$ cat src/rtl/bus_pkg.sv
// Shared definitions for the bus transfer controller: widths, source/destination
// codes and the transfer FSM state type.
package bus_pkg;

  localparam int unsigned SEL_W   = 5;
  localparam int unsigned NUM_SRC = 26;
  localparam int unsigned NUM_DST = 24;

  localparam logic [SEL_W-1:0] DST_LIMIT = SEL_W'(NUM_DST);

  localparam logic [SEL_W-1:0]
    SRC_R0  = 5'd0,  SRC_R1  = 5'd1,  SRC_R2  = 5'd2,  SRC_R3  = 5'd3,
    SRC_R4  = 5'd4,  SRC_R5  = 5'd5,  SRC_R6  = 5'd6,  SRC_R7  = 5'd7,
    SRC_R8  = 5'd8,  SRC_R9  = 5'd9,  SRC_R10 = 5'd10, SRC_R11 = 5'd11,
    SRC_R12 = 5'd12, SRC_R13 = 5'd13, SRC_R14 = 5'd14, SRC_R15 = 5'd15,
    SRC_HI  = 5'd16, SRC_LO  = 5'd17, SRC_ZHI = 5'd18, SRC_ZLO = 5'd19,
    SRC_PC  = 5'd20, SRC_MDR = 5'd21, SRC_INPORT = 5'd22, SRC_C_SIGN_EXT = 5'd23,
    SRC_IR  = 5'd24, SRC_Y   = 5'd25;

  localparam logic [SEL_W-1:0]
    DST_R0  = 5'd0,  DST_R1  = 5'd1,  DST_R2  = 5'd2,  DST_R3  = 5'd3,
    DST_R4  = 5'd4,  DST_R5  = 5'd5,  DST_R6  = 5'd6,  DST_R7  = 5'd7,
    DST_R8  = 5'd8,  DST_R9  = 5'd9,  DST_R10 = 5'd10, DST_R11 = 5'd11,
    DST_R12 = 5'd12, DST_R13 = 5'd13, DST_R14 = 5'd14, DST_R15 = 5'd15,
    DST_HI  = 5'd16, DST_LO  = 5'd17, DST_PC  = 5'd18, DST_MDR = 5'd19,
    DST_MAR = 5'd20, DST_IR  = 5'd21, DST_Y   = 5'd22, DST_Z   = 5'd23;

  typedef enum logic [1:0] {
    IDLE,
    DRIVE,
    LOAD
  } state_t;

endpackage

$ cat src/rtl/bus_src_encoder.sv
// Priority encoder for one-hot bus source strobes: lowest set bit wins, with
// flags for multi-hot and zero-hot requests.
module bus_src_encoder
  import bus_pkg::*;
(
  input  logic [NUM_SRC-1:0] src,
  output logic [SEL_W-1:0]   code,
  output logic               multi,
  output logic               none
);

  // Scan from the top down so the lowest set bit is the last assignment.
  always_comb begin
    code = '0;
    for (int unsigned i = NUM_SRC; i > 0; i--) begin
      if (src[i-1]) code = SEL_W'(i - 1);
    end
  end

  assign none  = (src == '0);
  assign multi = |(src & (src - 1'b1));

endmodule

$ cat src/rtl/bus_transfer_ctrl.sv
// Bus transfer controller: drives the bus mux select, waits one settle cycle,
// then pulses the destination load enable. Optional skid buffer: BUS_XFER_SKID_EN.
module bus_transfer_ctrl
  import bus_pkg::*;
(
  input  logic               clock,
  input  logic               clear,
  input  logic               req_valid,
  output logic               req_ready,
  input  logic [NUM_SRC-1:0] req_src,
  input  logic [SEL_W-1:0]   req_dst,
  output logic [SEL_W-1:0]   BusMuxSelect,
  output logic [NUM_DST-1:0] load_en,
  output logic               done,
  input  logic               err_clr,
  output logic               err_multi,
  output logic               err_none,
  output logic               err_dst
);

  state_t           state_q, state_d;
  logic [SEL_W-1:0] sel_q, sel_d;
  logic [SEL_W-1:0] dst_q, dst_d;

  logic [SEL_W-1:0] enc_code;
  logic             enc_multi, enc_none;
  logic             accept, start_new, dst_bad;

  bus_src_encoder u_enc (
    .src   (req_src),
    .code  (enc_code),
    .multi (enc_multi),
    .none  (enc_none)
  );

  assign accept    = req_valid && req_ready;
  assign start_new = accept && !enc_none;
  assign dst_bad   = (req_dst >= DST_LIMIT);

`ifdef BUS_XFER_SKID_EN
  logic             skid_valid_q, skid_valid_d;
  logic [SEL_W-1:0] skid_sel_q, skid_sel_d;
  logic [SEL_W-1:0] skid_dst_q, skid_dst_d;

  assign req_ready = (state_q == IDLE) || !skid_valid_q;
`else
  assign req_ready = (state_q == IDLE);
`endif

  always_comb begin
    state_d = state_q;
    sel_d   = sel_q;
    dst_d   = dst_q;
`ifdef BUS_XFER_SKID_EN
    skid_valid_d = skid_valid_q;
    skid_sel_d   = skid_sel_q;
    skid_dst_d   = skid_dst_q;
`endif
    case (state_q)
      IDLE: begin
        if (start_new) begin
          sel_d   = enc_code;
          dst_d   = req_dst;
          state_d = DRIVE;
        end
      end
      DRIVE: begin
        state_d = LOAD;
`ifdef BUS_XFER_SKID_EN
        if (start_new) begin
          skid_valid_d = 1'b1;
          skid_sel_d   = enc_code;
          skid_dst_d   = req_dst;
        end
`endif
      end
      LOAD: begin
        state_d = IDLE;
`ifdef BUS_XFER_SKID_EN
        // A request taken during LOAD bypasses the skid and starts straight away.
        if (skid_valid_q) begin
          sel_d        = skid_sel_q;
          dst_d        = skid_dst_q;
          skid_valid_d = 1'b0;
          state_d      = DRIVE;
        end else if (start_new) begin
          sel_d   = enc_code;
          dst_d   = req_dst;
          state_d = DRIVE;
        end
`endif
      end
      default: state_d = IDLE;
    endcase
  end

  always_comb begin
    load_en = '0;
    done    = 1'b0;
    if (state_q == LOAD) begin
      done = 1'b1;
      if (dst_q < DST_LIMIT) load_en = NUM_DST'(1) << dst_q;
    end
  end

  assign BusMuxSelect = sel_q;

  always_ff @(posedge clock or posedge clear) begin
    if (clear) begin
      state_q   <= IDLE;
      sel_q     <= '0;
      dst_q     <= '0;
      err_multi <= 1'b0;
      err_none  <= 1'b0;
      err_dst   <= 1'b0;
`ifdef BUS_XFER_SKID_EN
      skid_valid_q <= 1'b0;
      skid_sel_q   <= '0;
      skid_dst_q   <= '0;
`endif
    end else begin
      state_q   <= state_d;
      sel_q     <= sel_d;
      dst_q     <= dst_d;
      err_multi <= (err_multi && !err_clr) || (accept && enc_multi);
      err_none  <= (err_none  && !err_clr) || (accept && enc_none);
      err_dst   <= (err_dst   && !err_clr) || (accept && dst_bad);
`ifdef BUS_XFER_SKID_EN
      skid_valid_q <= skid_valid_d;
      skid_sel_q   <= skid_sel_d;
      skid_dst_q   <= skid_dst_d;
`endif
    end
  end

endmodule

$ cat config.mk
export PLATFORM = sky130hd
export DESIGN_NAME = bus_transfer_ctrl
export DESIGN_NICKNAME = d
export VERILOG_FILES = /design/src/rtl/bus_pkg.sv /design/src/rtl/bus_src_encoder.sv /design/src/rtl/bus_transfer_ctrl.sv
export SDC_FILE = /design/constraint.sdc
export NUM_CORES = 1
export LEC_CHECK = 0
export BUFFER_PORTS_ARGS = -buffer_cell sky130_fd_sc_hd__buf_2
export CAP_MARGIN = 20
export CORE_ASPECT_RATIO = 1.5
export CORE_MARGIN = 5
export CORE_UTILIZATION = 40
export DETAILED_ROUTE_END_ITERATION = 8
export PLACE_DENSITY = 0.71
export SLEW_MARGIN = 20
export SYNTH_ARGS = -nofsm -noshare
export SYNTH_HDL_FRONTEND = slang
export SYNTH_HIERARCHICAL = 1
export SYNTH_SLANG_ARGS = --single-unit
$ cat constraint.sdc
create_clock -name clock -period 1.87 [get_ports clock]
set_input_delay 0.2805 -clock clock [delete_from_list [all_inputs] [get_ports clock]]
set_output_delay 0.2805 -clock clock [all_outputs]
set_load 0.005 [all_outputs]
# After elaboration in Yosys (flattened, before gate mapping)

Index checks and enable logic that the tools add are counted.
W data, S select, Z words.

$add $sub $neg: 1
Multiply operators: 0
Divide/modulo/power cells: 0
$lt $le $gt $ge: 2
Equality and inequality tests: 3
Shifts and indexed selects: 1
Mux-type cells: 31
Bitwise operators: 1
Reduce and logical (&&, ||, !) cells: 17

Operators by type and width:

| cell                    | count |
|---|---|
| $mux W5                 | 26 |
| $mux W24                | 2 |
| $and A26 B26 Y26        | 1 |
| $logic_not A26 Y1       | 1 |
| $reduce_or A26 Y1       | 1 |
| $sub A26 B1 Y26 const B | 1 |
| $shl A1 B5 Y24 const A  | 1 |
| $logic_and A1 B1 Y1     | 8 |
| $ge A5 B5 Y1 const B    | 1 |
| $lt A5 B5 Y1 const B    | 1 |
| $pmux W2 S2             | 1 |
| $logic_or A1 B1 Y1      | 3 |
| $eq A2 B1 Y1 const B    | 1 |
| $eq A2 B2 Y1 const B    | 1 |
| $logic_not A1 Y1        | 2 |
| $logic_not A2 Y1        | 1 |
| $mux W2                 | 1 |
| $ne A2 B1 Y1 const B    | 1 |
| $reduce_and A2 Y1       | 1 |
| $mux W1                 | 1 |

Bits in registers: 15
Bits in latches: 0
Bits in writable memories: 0
Memory bits (read-only): 0
Output and inout port bits: 34
Word-level logic and storage cells: 62
Memories kept: 0

# Depth between registers and ports, before layout

Depth in word-level cells: 26
Depth in mapped cells: 8
Gate-level depth less buffers: 7

# Hierarchy

Netlist, hierarchy kept.

Modules (own cells, without submodules):

| module            | times used | cells each | area an instance (sq um) | seq. area each (sq um) |
|---|---|---|---|---|
| bus_transfer_ctrl | 1          | 75         | 823.3                    | 375.4 |
| bus_src_encoder   | 1          | 87         | 580.6                    | 0.0 |

# Worst setup path after synthesis

No wires, ideal clock.

Path kind: in2reg
From: in req_src[6]
To: reg err_multi
Arrival time: 2.381 ns
Setup slack: -0.632 ns
Cell stages on the path: 8
Cells stage by stage: or4_4 buf_6 nand4bb_4 or3_4 o21ai_2 o2111ai_1 or4_1 a22o_1

Word-level cells in the longest chain between the ends: 5

Ends and longest elaborated chain:

| item                    | line                     | source |
|---|---|---|
| start, declared         | bus_transfer_ctrl.sv:10  | `input logic [NUM_SRC-1:0] req_src,` |
| $sub A26 B1 Y26         | bus_src_encoder.sv:21    | `assign multi = \|(src & (src - 1'b1));` |
| $and A26 B26 Y26 (*)    | bus_src_encoder.sv:21    |  |
| $reduce_or A26 Y1 (*)   | bus_src_encoder.sv:21    |  |
| named net enc_multi     | bus_transfer_ctrl.sv:26  | `logic enc_multi, enc_none;` |
| $logic_and A1 B1 Y1 (*) | bus_transfer_ctrl.sv:125 | `err_multi <= (err_multi && !err_clr) \|\| (accept && enc_multi);` |
| $logic_or A1 B1 Y1 (*)  | bus_transfer_ctrl.sv:125 |  |
| end signal, assigned    | bus_transfer_ctrl.sv:125 |  |
| end, declared           | bus_transfer_ctrl.sv:16  | `output logic err_multi,` |

The timed path passes the listed nets; every way through them passes the cells marked *.
A chain may end at the register's enable or synchronous reset.

# Final worst setup path

From: in req_src[2]
To: reg err_multi

Same word-level chain as after synthesis.

==> flow_summary_export.csv <==
group,metric,value,unit
run_status,status,"finished, violations left",
run_status,violations,"setup timing",
sta,maxSlewViolCount,0,
critical_path,worstPathCellList,"buf_2 > or4_4 > nand4bb_4 > or3_4 > o21ai_2 > o2111ai_1 > or4_1 > a22o_1",
clocking,path_clk_slew,0.06,ns
critical_path,crit_required,2.00,ns
sta,relSlewSlack,0.630,
floorplanning,start_util,0.411,
synthesis,ys_seq_area_frac,0.267,
finish,final_cell_mix,"67 x buf_2, 36 x buf_4, 25 x nor3_1",
critical_path,reg2regPathDepth,2,
finish,fill_cells,336,
finish,areaGrowthSynthToFinish,53.5,%
grt,grt.busiest_layer,"met2",
critical_path,crit_path_start_kind,"input pin",
sta,rsz0062_at_grt,"yes",
critical_path,slowest_delay,0.52,ns
grt,grt_pass1_wl,6.76,mm
sta,min_period_over_period,1.23,
sta,min_period,2.30,ns
placed_design,portBuffers,68,
floorplanning,io_pins,69,
synthesis,ys_types,47,
clocking,clock_sinks,15,
sta,tns,-3.29,ns
clocking,cts_tree,"built",
critical_path,reg2reg_slack,0.36,ns
synthesis,synth-seq-cells,15,
route,wirelength,4.12,mm
placed_design,placedCellCount,300,
floorplanning,row_count,26,
floorplanning,dieArea,4820,um2
clocking,cts-root-buf,"clkbuf_8",
pwr,ir_drop,0.382,mV
clocking,clock_path_buffers,2,
critical_path,r2r-end,"dst_q[0]",
route,drtAntennaViolNets,0,
grt,overflow,0,
finish,final_common_cell,"buf_2",
floorplanning,fp.coreArea,3420,um2
grt,grt_pass1_vias,1617,
placed_design,dp_hpwl,3.43,mm
grt,met1_usage,0.180,
clocking,numCtsBuffers,3,
sta,timing.hold.ws,0.0784,ns
finish,finish.utilization,0.631,
pwr,leakagePower,0.00103,uW
sta,fmax,435,MHz
sta,finalHoldViolCount,0,
synthesis,yosys_warnings,6,
route,routed_via_density,5.44,
route,drtIter0Drc,92,
hold_path,hold_class,"in -> async",
synthesis,synth_flop_cell,"dfrtp_1",
finish,final_cells,307,
route,num_vias,1671,
synthesis,avgSynthCellArea,8.67,um2
grt,use_met3,0.0171,
grt,grtUsageMet2,0.340,
grt,antenna_found_initial,0,
critical_path,cp-end-kind,"register",
grt,grt_use_total,0.177,
grt,grt_max_degree,16,
critical_path,path_class,"in -> reg",
flow_run,cap_violations,0,
synthesis,netlist_area,1400,um2
synthesis,syn_nets,197,
finish,drive_gt1_frac,0.536,
critical_path,crit_arrival,2.44,ns
synthesis,netlist_instances,162,
route,wl_per_cell,13.4,um
critical_path,cp_slowest_cell,"or4_4",
sta,final.setup.worst_slack,-0.431,ns
clocking,htree_levels,1,
placed_design,post-place-ws,-0.704,ns
clocking,clk-insertion-delay-late,0.24,ns
floorplanning,dieWidth,58.4,um
critical_path,rr_startpoint,"state_q[0]",
placed_design,gp_congestion,0.922,
sta,fin_skew,0.00281,ns
sta,setup_viol,13,
synthesis,synth-edff-count,0,
finish,final_nets,301,
route,dr.pass1.iters,4,
sta,worst_pin_slew,0.554,ns
finish,n_antenna_cell,0,
critical_path,critPathMaxFanout,6,
synthesis,async_reset_ff_frac,1.00,
route,drc_errors,0,
floorplanning,fp.dieH,82.6,um
pwr,power_density,540,nW/um2
## worst max path at each step
stage,from,to,depth (start not counted)
finish,req_src[2],err_multi,8
global route,req_src[2],err_multi,8
CTS,req_src[3],err_multi,8
detailed placement,req_src[6],err_multi,8
global placement,req_src[6],err_multi,8
floorplan,req_src[6],err_multi,8
## final cells by class
class,count,area [um2],share of cell area
flip-flops and latches,15,378,0.175
inverters,8,30.0,0.0139
well taps,42,52.6,0.0244
multi-input cells,132,1010,0.469
repair buffers,106,639,0.297
clock buffers,4,45.0,0.0209
## worst max-delay path, delay by kind of cell
family | cells | cell delay (ns)
AO/OA/AOI/OAI | 3 | 0.42
buffers and inverters | 1 | 0.11
AND/OR/NAND/NOR | 4 | 1.64
## cell usage after synthesis (2+ instances only)
cell,count,area (um2)
a211oi_1,2,15.0
a21oi_1,11,55.1
a22o_1,2,17.5
a311oi_1,2,17.5
buf_6,3,33.8
clkbuf_1,3,11.3
dfrtp_1,15,375
inv_1,8,30.0
maj3_1,4,40.0
mux2_2,10,113
nand2_1,5,18.8
nand2b_1,5,31.3
nor2_1,16,60.1
nor3_1,26,130
nor3_2,5,50.1
nor4_1,4,25.0
nor4_4,2,42.5
o21ai_0,4,20.0
o21bai_1,2,15.0
o22ai_1,2,12.5
o311ai_0,2,17.5
o31ai_1,2,15.0
or2_2,2,12.5
or4_1,2,15.0
## kinds of logic (layout without fill, tap and decap cells)
group	after synthesis	count (layout)	synth area share
fa+ha+maj	4	4	0.0285
mux	10	10	0.0802
compound gates	38	38	0.188
flops	15	15	0.267
simple gates	79	80	0.376
buf+inv	16	118	0.0597
## metal layers
layer,wire length [um],share of wire,up-vias
li1,-,-,827
met1,1490,0.36,750
met2,2140,0.52,80
met3,334,0.081,14
met4,151,0.037,0
met5,0,0,-
## registers in the layout, indices dropped and copies added (netlist names)
name          count
err_none          1
dst_q             5
err_dst           1
state_q           2
BusMuxSelect      5
err_multi         1
## report_power, final
group          internal, uW  switching [uW]  total (uW)
registers               377            59.4         437
clock network           151             105         256
logic                   226             244         470
total                   754             409        1160
## repair_timing
action | 4_1_cts | 5_1_grt
hold buffers | 0 | 0
pin swaps | 3 | 3
gates resized for setup | 5 | 9
endpoints found under the setup margin | 17 | 37
gates cloned | 1 | 0
setup buffers | 1 | 1
## per-stage QoR
step	instance area, um2	power (uW)
global route	2150	1240
finish	2150	1160
floorplan	1400	682
global placement	2010	856
CTS	2100	1140
detailed placement	2010	868
Power figures use the tool's default switching activity.
